**src/rtl/vga_pixel_out_if.sv**
```systemverilog
// vga_pixel_out_if: shader-facing pixel coordinate/RGB handshake plus VGA pin bundle
interface vga_pixel_out_if;
  logic [3:0] red_in;
  logic [3:0] green_in;
  logic [3:0] blue_in;
  logic [9:0] pix_x;
  logic [9:0] pix_y;
  logic       pix_tick;
  logic       frame_start;
  logic [3:0] vga_r;
  logic [3:0] vga_g;
  logic [3:0] vga_b;
  logic       vga_hs;
  logic       vga_vs;
  logic       vga_de;
  modport master (
    input  red_in, green_in, blue_in,
    output pix_x, pix_y, pix_tick, frame_start,
    output vga_r, vga_g, vga_b, vga_hs, vga_vs, vga_de
  );
  modport slave (
    output red_in, green_in, blue_in,
    input  pix_x, pix_y, pix_tick, frame_start,
    input  vga_r, vga_g, vga_b, vga_hs, vga_vs, vga_de
  );
endinterface

```
**src/rtl/vga_pixel_out.sv**
```systemverilog
// vga_pixel_out: VGA timing generator publishing pixel coordinates and driving registered, blanked RGB/sync pins
module vga_pixel_out #(
  parameter int CLK_DIV  = 4,
  parameter int H_ACTIVE = 640,
  parameter int H_FP     = 16,
  parameter int H_SYNC   = 96,
  parameter int H_BP     = 48,
  parameter int V_ACTIVE = 480,
  parameter int V_FP     = 10,
  parameter int V_SYNC   = 2,
  parameter int V_BP     = 33,
  parameter bit SYNC_POL = 1'b0
) (
  input logic clk,
  input logic rst_n,
  vga_pixel_out_if.master bus
);
  localparam int DW = CLK_DIV > 1 ? $clog2(CLK_DIV) : 1;
  localparam logic [DW-1:0] DIV_LAST = DW'(CLK_DIV - 1);
  localparam logic [9:0] H_LAST = 10'(H_ACTIVE + H_FP + H_SYNC + H_BP - 1);
  localparam logic [9:0] V_LAST = 10'(V_ACTIVE + V_FP + V_SYNC + V_BP - 1);
  localparam logic [9:0] H_ACT  = 10'(H_ACTIVE);
  localparam logic [9:0] V_ACT  = 10'(V_ACTIVE);
  localparam logic [9:0] HS_BEG = 10'(H_ACTIVE + H_FP);
  localparam logic [9:0] HS_END = 10'(H_ACTIVE + H_FP + H_SYNC);
  localparam logic [9:0] VS_BEG = 10'(V_ACTIVE + V_FP);
  localparam logic [9:0] VS_END = 10'(V_ACTIVE + V_FP + V_SYNC);
  logic [DW-1:0] div;
  logic [9:0] h, v;
  logic tick, active, hs_on, vs_on;
  assign tick   = div == DIV_LAST;
  assign active = h < H_ACT && v < V_ACT;
  assign hs_on  = h >= HS_BEG && h < HS_END;
  assign vs_on  = v >= VS_BEG && v < VS_END;
  assign bus.pix_x       = h;
  assign bus.pix_y       = v;
  assign bus.pix_tick    = tick;
  assign bus.frame_start = tick && h == '0 && v == '0;
  always_ff @(posedge clk or negedge rst_n)
    if (!rst_n) begin
      div <= '0;
      h   <= '0;
      v   <= '0;
    end else begin
      div <= tick ? '0 : div + 1'b1;
      if (tick) begin
        h <= h == H_LAST ? '0 : h + 10'd1;
        if (h == H_LAST) v <= v == V_LAST ? '0 : v + 10'd1;
      end
    end
  // Pins sample pre-tick h/v so sync, de and rgb stay aligned one tick behind pix_x/pix_y
  always_ff @(posedge clk or negedge rst_n)
    if (!rst_n) begin
      bus.vga_r  <= '0;
      bus.vga_g  <= '0;
      bus.vga_b  <= '0;
      bus.vga_de <= 1'b0;
      bus.vga_hs <= ~SYNC_POL;
      bus.vga_vs <= ~SYNC_POL;
    end else if (tick) begin
      bus.vga_r  <= active ? bus.red_in   : '0;
      bus.vga_g  <= active ? bus.green_in : '0;
      bus.vga_b  <= active ? bus.blue_in  : '0;
      bus.vga_de <= active;
      bus.vga_hs <= hs_on ? SYNC_POL : ~SYNC_POL;
      bus.vga_vs <= vs_on ? SYNC_POL : ~SYNC_POL;
    end
endmodule
```
**src/flat_wrapper.sv**
```systemverilog
// flat-port wrapper written by rule: the top's interface ports become plain ports
module vga_pixel_out_flat 
#(
  parameter int CLK_DIV  = 4,
  parameter int H_ACTIVE = 640,
  parameter int H_FP     = 16,
  parameter int H_SYNC   = 96,
  parameter int H_BP     = 48,
  parameter int V_ACTIVE = 480,
  parameter int V_FP     = 10,
  parameter int V_SYNC   = 2,
  parameter int V_BP     = 33,
  parameter bit SYNC_POL = 1'b0
)
  (clk, rst_n, bus_red_in, bus_green_in, bus_blue_in, bus_pix_x, bus_pix_y, bus_pix_tick, bus_frame_start, bus_vga_r, bus_vga_g, bus_vga_b, bus_vga_hs, bus_vga_vs, bus_vga_de);
  vga_pixel_out_if bus_i ();
  input logic clk;
  input logic rst_n;
  input wire logic [$bits(bus_i.red_in)-1:0] bus_red_in;
  input wire logic [$bits(bus_i.green_in)-1:0] bus_green_in;
  input wire logic [$bits(bus_i.blue_in)-1:0] bus_blue_in;
  output wire logic [$bits(bus_i.pix_x)-1:0] bus_pix_x;
  output wire logic [$bits(bus_i.pix_y)-1:0] bus_pix_y;
  output wire logic [$bits(bus_i.pix_tick)-1:0] bus_pix_tick;
  output wire logic [$bits(bus_i.frame_start)-1:0] bus_frame_start;
  output wire logic [$bits(bus_i.vga_r)-1:0] bus_vga_r;
  output wire logic [$bits(bus_i.vga_g)-1:0] bus_vga_g;
  output wire logic [$bits(bus_i.vga_b)-1:0] bus_vga_b;
  output wire logic [$bits(bus_i.vga_hs)-1:0] bus_vga_hs;
  output wire logic [$bits(bus_i.vga_vs)-1:0] bus_vga_vs;
  output wire logic [$bits(bus_i.vga_de)-1:0] bus_vga_de;
  assign bus_i.red_in = bus_red_in;
  assign bus_i.green_in = bus_green_in;
  assign bus_i.blue_in = bus_blue_in;
  assign bus_pix_x = bus_i.pix_x;
  assign bus_pix_y = bus_i.pix_y;
  assign bus_pix_tick = bus_i.pix_tick;
  assign bus_frame_start = bus_i.frame_start;
  assign bus_vga_r = bus_i.vga_r;
  assign bus_vga_g = bus_i.vga_g;
  assign bus_vga_b = bus_i.vga_b;
  assign bus_vga_hs = bus_i.vga_hs;
  assign bus_vga_vs = bus_i.vga_vs;
  assign bus_vga_de = bus_i.vga_de;
  vga_pixel_out #(.CLK_DIV(CLK_DIV), .H_ACTIVE(H_ACTIVE), .H_FP(H_FP), .H_SYNC(H_SYNC), .H_BP(H_BP), .V_ACTIVE(V_ACTIVE), .V_FP(V_FP), .V_SYNC(V_SYNC), .V_BP(V_BP), .SYNC_POL(SYNC_POL)) u_core (.clk(clk), .rst_n(rst_n), .bus(bus_i));
endmodule
```
**config.mk**
```make
export PLATFORM = sky130hd
export DESIGN_NAME = vga_pixel_out_flat
export DESIGN_NICKNAME = d
export VERILOG_FILES = /design/src/rtl/vga_pixel_out_if.sv /design/src/rtl/vga_pixel_out.sv /design/src/flat_wrapper.sv
export SDC_FILE = /design/constraint.sdc
export NUM_CORES = 1
export LEC_CHECK = 0
export ABC_AREA = 1
export BUFFER_PORTS_ARGS = -buffer_cell sky130_fd_sc_hd__buf_2
export CORE_MARGIN = 4
export CORE_UTILIZATION = 24
export CTS_CLUSTER_DIAMETER = 80
export DETAILED_ROUTE_END_ITERATION = 10
export PLACE_DENSITY = 0.43
export SYNTH_ARGS = -nofsm -noshare
export SYNTH_HDL_FRONTEND = slang
export SYNTH_SLANG_ARGS = --single-unit
```
**constraint.sdc**
```tcl
create_clock -name clk -period 1.6 [get_ports clk]
set_input_delay 0.4 -clock clk [delete_from_list [all_inputs] [get_ports clk]]
set_output_delay 0.4 -clock clk [all_outputs]
set_load 0.02 [all_outputs]
```
* Word-level counts from Yosys, hierarchy flattened *
Index checks and enable logic that the tools add are counted.

word-level totals
  register bits after elaboration = 37
  latch bits = 0
  bits in writable memories = 0
  memory bits (read-only) = 0
  output and inout bits = 37
  logic and storage cells = 37
  memories = 0

cells by class
  add/sub/neg operators = 3
  multipliers = 0
  divide/modulo/power cells = 0
  order comparisons = 6
  eq/ne operators = 3
  shift-type cells = 0
  multiplexer cells = 8
  bitwise gates (word level) = 0
  reductions and logical operators = 8

operator list
  cell                                                          number
  adder 10 x 1 -> 10 bit (second input constant)                2
  == test 10 bit (second input constant)                        2
  zero test 10 bit                                              2
  less-than comparator 10 bit (second input constant)           2
  less-than comparator 10 x 9 -> 1 bit (second input constant)  2
  2-to-1 mux 10 bit                                             2
  2-to-1 mux 4 bit                                              3
  >= comparator 10 bit (second input constant)                  1
  >= comparator 10 x 9 -> 1 bit (second input constant)         1
  logical AND 1 bit                                             5
  adder 2 x 1 -> 2 bit (second input constant)                  1
  == test 2 bit (second input constant)                         1
  2-to-1 mux 1 bit                                              2
  2-to-1 mux 2 bit                                              1
  AND reduction 2 bit                                           1

* Logic depth before layout (Yosys ltp) *
  word-level depth = 3
  depth in mapped cells = 9
  gate-level depth less buffers = 9

* Worst setup path before layout *
No wires, ideal clock.

  path type = register to output
  start point = reg u_core.div[0]
  end point = out bus_frame_start
  arrival time = 1729 ps
  required time = 1200 ps
  slack = -529 ps
  stages on the path, launching flop included = 7
  path buffers = 1
  path through = dfrtp_1 ha_1 inv_2 buf_2 nor2_1 nand4_1 nor4_1

between the ends
  longest elaborated chain between the ends = 3

ends and longest elaborated chain
  item                            line                 text
  start, declared                 vga_pixel_out.sv:28  logic [DW-1:0] div;
  start signal, assigned          vga_pixel_out.sv:45  div <= tick ? '0 : div + 1'b1;
  == test 2 bit                   vga_pixel_out.sv:31  assign tick = div == DIV_LAST;
  via bus_pix_tick                flat_wrapper.sv:24   output wire logic [$bits(bus_i.pix_tick)-1:0] bus_pix_tick;
  logical AND 1 bit (2 in a row)  vga_pixel_out.sv:38  assign bus.frame_start = tick && h == '0 && v == '0;
  end, declared                   flat_wrapper.sv:25   output wire logic [$bits(bus_i.frame_start)-1:0] bus_frame_start;

The timed path passes the listed nets, and every way through them passes these cells.

* Worst setup path in the final report *
  start point = reg u_core.div[0]
  end point = out bus_frame_start

between the ends
  longest elaborated chain between the ends = 3

ends and longest elaborated chain
  item                            line
  == test 2 bit                   vga_pixel_out.sv:31
  logical AND 1 bit (2 in a row)  vga_pixel_out.sv:38

No other way between the ends.

==> results.md <==
- Post-synthesis compound-gate area fraction: 0.0404
- Yosys top cell area share: 0.448
- Placed Instance Area: approximately 2600 sq um
- Max_cap viols: 0
- Placed Instances: 416
- Final Hold Viols: 0
- Slew headroom: 0.708
- Mux share of post-synthesis cell area: 0.00512
- Avg Synthesized Cell Area: 8.07 sq um
- Sw frac: 0.212
- Leading post-synthesis cells by cell area: dfrtp_1 45%, nand2_1 13%, nand3_1 7.4%
- PwrDens: 696 nW/um^2
- H-tree Lvls: 2
- Worst path slowest cell: dfrtp_1
- DP HPWL: slightly above 4000 microns
- Initial Utilization: 0.250
- Initial antenna violation count: 0
- Failing checks: setup timing
- Pint: 1.49 mW
- Fill cell count: 854
- Fin area: 2720 sq um
- YS warnings: 0
- Leakage power: 1.43 nW
- Comb pwr share: 0.047
- Crit-path cells: ha_4 -> inv_4 -> nor2_2 -> nand4_1 -> nor4_4 -> buf_4
- Min Tclk post-route: around 1.9 ns
- IO Count: 51
- Layout cell share with drive strength beyond 1: 0.352
- Total CTS buffers: 5
- Initial DRC Count: 50
- Clk root buf: clkbuf_8
- Nets@finish: 342
- FFs w/ async S/R, synth: 1.00
- Post-synth cell types: 28
- Register bit total from synthesis: 37
- Clk_lat worst skew: 0.28 ns
- P_sw: 0.402 mW
- R2r worst-path depth: 7
- CP max stage delay: 0.38 ns
- Drc violations: 0
- Rows: 32
- Post-synth EDFFs: 0
- Xor and xnor area share after synthesis: 0.0359
- Mapped Area: 1950 sq um
- Area leader, netlist: dfrtp_1
- Worst Path Max Fanout: 2
- Max Transition Viols Final: 0
- Antenna fix cells: 0
- CTS tree: built
- Setup crit start kind: flop
- Peak supply drop: roughly 0.00034 V
- First-pass GRT wire length: between 8000 and 9000 microns
- Post-Syn Instances: 242
- CP required: 1.20 ns
- Via count: 1,785
- Final std cells w/o fill: roughly 430
- RSZ-0062 raised after global routing: yes
- Syn_nets: 261
- Layout area overhead: 39.1%
- Largest family of logic cells by synthesized area: simple AND/OR/NAND/NOR gates
- Post-route setup slack: -0.278 ns
- Status: complete, but fails checks
- WL per Instance: 11.8 microns
- Critical path class: flop to output port
- Period utilization: 1.17
- Vias in the first global route: 1,741
- Critical path capture point type: output port
- Die Width: approximately 98 microns
- Port-buffer cells: 50
- Global-route usage over all layers: 0.110
- Final GP Congestion: 0.809
- Largest net degree at the start of global routing: 22
- Clk_skew: 0.00494 ns
- Fraction of power consumed by sequential logic: 0.506
- Fmax: around 0.53 GHz
- Most common cell after layout, fill and taps aside: nand2_1
- Hold Crit Class: input port to async pin
- CP arrival: about 1.5 ns
- Clk buf depth: 2
- 1st-pass router iterations: 4
- Synth Area in Adders: 0.0320
- Clock sinks: 37
- Sequential fraction of the synthesis area: 0.475
- Post-DRT Antenna Nets: 0
- Commonest cells after routing, fill and taps aside: 67 x nand2_1, 48 x buf_2, 35 x dfrtp_1, 30 x buf_4, 28 x nand3_1
- TNS Setup: -0.289 ns
- Drt total wl: 5050 microns
- Worst-path clk slew: roughly 0.080 ns
- Die ar.: 9650 sq um
- DIE HEIGHT: 98.2 microns
- Post-synth top flop: dfrtp_1
- Mean number of vias per cell: roughly 4.2
- Clock network fraction of design power: 0.446
- Post-Synth Simple-Gate Area: 0.333
- Worst Tran Pin Value: 0.439 ns
- Core area: 7810 sq um
- Final setup viols: 2
- Grt total ovfl: 0
-- layout make-up --
| type | instances | area [sq um] | area share |
|---|---|---|---|
| clock inverters | 2 | 37.5 | 0.0138 |
| repair buffers | 81 | 517 | 0.190 |
| inverters | 29 | 111 | 0.0410 |
| flip-flops and latches | 37 | 928 | 0.342 |
| clock buffers | 6 | 82.6 | 0.0304 |
| well taps | 102 | 128 | 0.0470 |
| multi-input cells | 169 | 912 | 0.336 |
-- per-layer routing --
layer / routed length [microns] / track usage / up-vias
met2: 2270 / 0.169 / 32
met1: 2460 / 0.148 / 809
met4: 51 / 0.0315 / 0
li1: - / - / 940
met5: 0 / 0 / -
met3: 262 / 0.0350 / 4
-- per-stage QoR --
stage / hold WS, ns / worst slack (ns) / util / power (mW)
after floorplan: 0.104 / -0.103 / - / 1.01
after global placement: 0.373 / -0.0657 / 0.328 / 1.07
after detailed placement: 0.372 / -0.0747 / 0.328 / 1.07
after CTS: 0.0575 / -0.336 / 0.345 / 1.93
after global routing: 0.0779 / -0.380 / 0.348 / 1.98
final: 0.0506 / -0.278 / 0.348 / 1.89
-- power by group through the flow --
stage / sequential (mW) / clock [mW] / combinational [mW]
after floorplan: 0.996 / 0 / 0.0120
after global placement: 0.976 / 0 / 0.0929
after detailed placement: 0.976 / 0 / 0.0934
after CTS: 0.958 / 0.883 / 0.0936
after global routing: 0.960 / 0.920 / 0.102
final: 0.958 / 0.844 / 0.0897
-- critical path, delay by kind of cell, from the launching register on --
family	cells	cell delay (ns)
buffers and inverters	2	0.21
and+or+nand+nor	3	0.45
DFF	1	0.38
adders and majority gates	1	0.16
-- final timing paths --
kind,start,end,slack [ns]
setup reg to reg,u_core.div[0],u_core.bus.vga_g[2],0.11
hold / removal,rst_n,u_core.bus.pix_x[2],0.05
hold reg to reg,u_core.div[0],u_core.div[0],0.47
setup / recovery,u_core.div[0],bus_frame_start,-0.28
max in group asynchronous,rst_n,u_core.bus.vga_vs,1.02
min in group clk,bus_blue_in[3],u_core.bus.vga_b[3],0.33
-- kinds of logic after synthesis --
| logic type | after synthesis |
|---|---|
| buffers and inverters | 36 |
| multiplexers | 1 |
| AO/OA/AOI/OAI | 15 |
| XOR/XNOR | 8 |
| adder cells (fa/ha/maj) | 5 |
| AND/OR/NAND/NOR | 140 |
| flip-flops | 37 |
-- synth_stat cells (2+ instances only) --
cell type	instances
nand2_1	67
dfrtp_1	35
nand3_1	29
nor2_1	25
inv_1	22
o21ai_0	8
inv_2	7
nand4_1	7
ha_1	5
o21ai_1	5
xor2_1	5
nor2_4	3
xnor2_1	3
buf_2	2
buf_4	2
clkbuf_1	2
dfstp_2	2
nand2_2	2
nor4_1	2
-- state kept, by name (all words and copies together) (netlist names) --
| name | flops |
|---|---|
| u_core.bus.pix_y | 10 |
| u_core.bus.vga_hs | 1 |
| u_core.bus.pix_x | 10 |
| u_core.div | 2 |
| u_core.bus.vga_r | 4 |
| u_core.bus.vga_g | 4 |
| u_core.bus.vga_de | 1 |
| u_core.bus.vga_vs | 1 |
| u_core.bus.vga_b | 4 |
-- repair_timing --
action,4_1_cts,5_1_grt
buffers inserted,0,2
endpoints found under the setup margin,2,14
hold buffers,0,0
pin swaps,0,3
resized for setup,4,6
No activity file was read; power rests on OpenSTA's default activity.
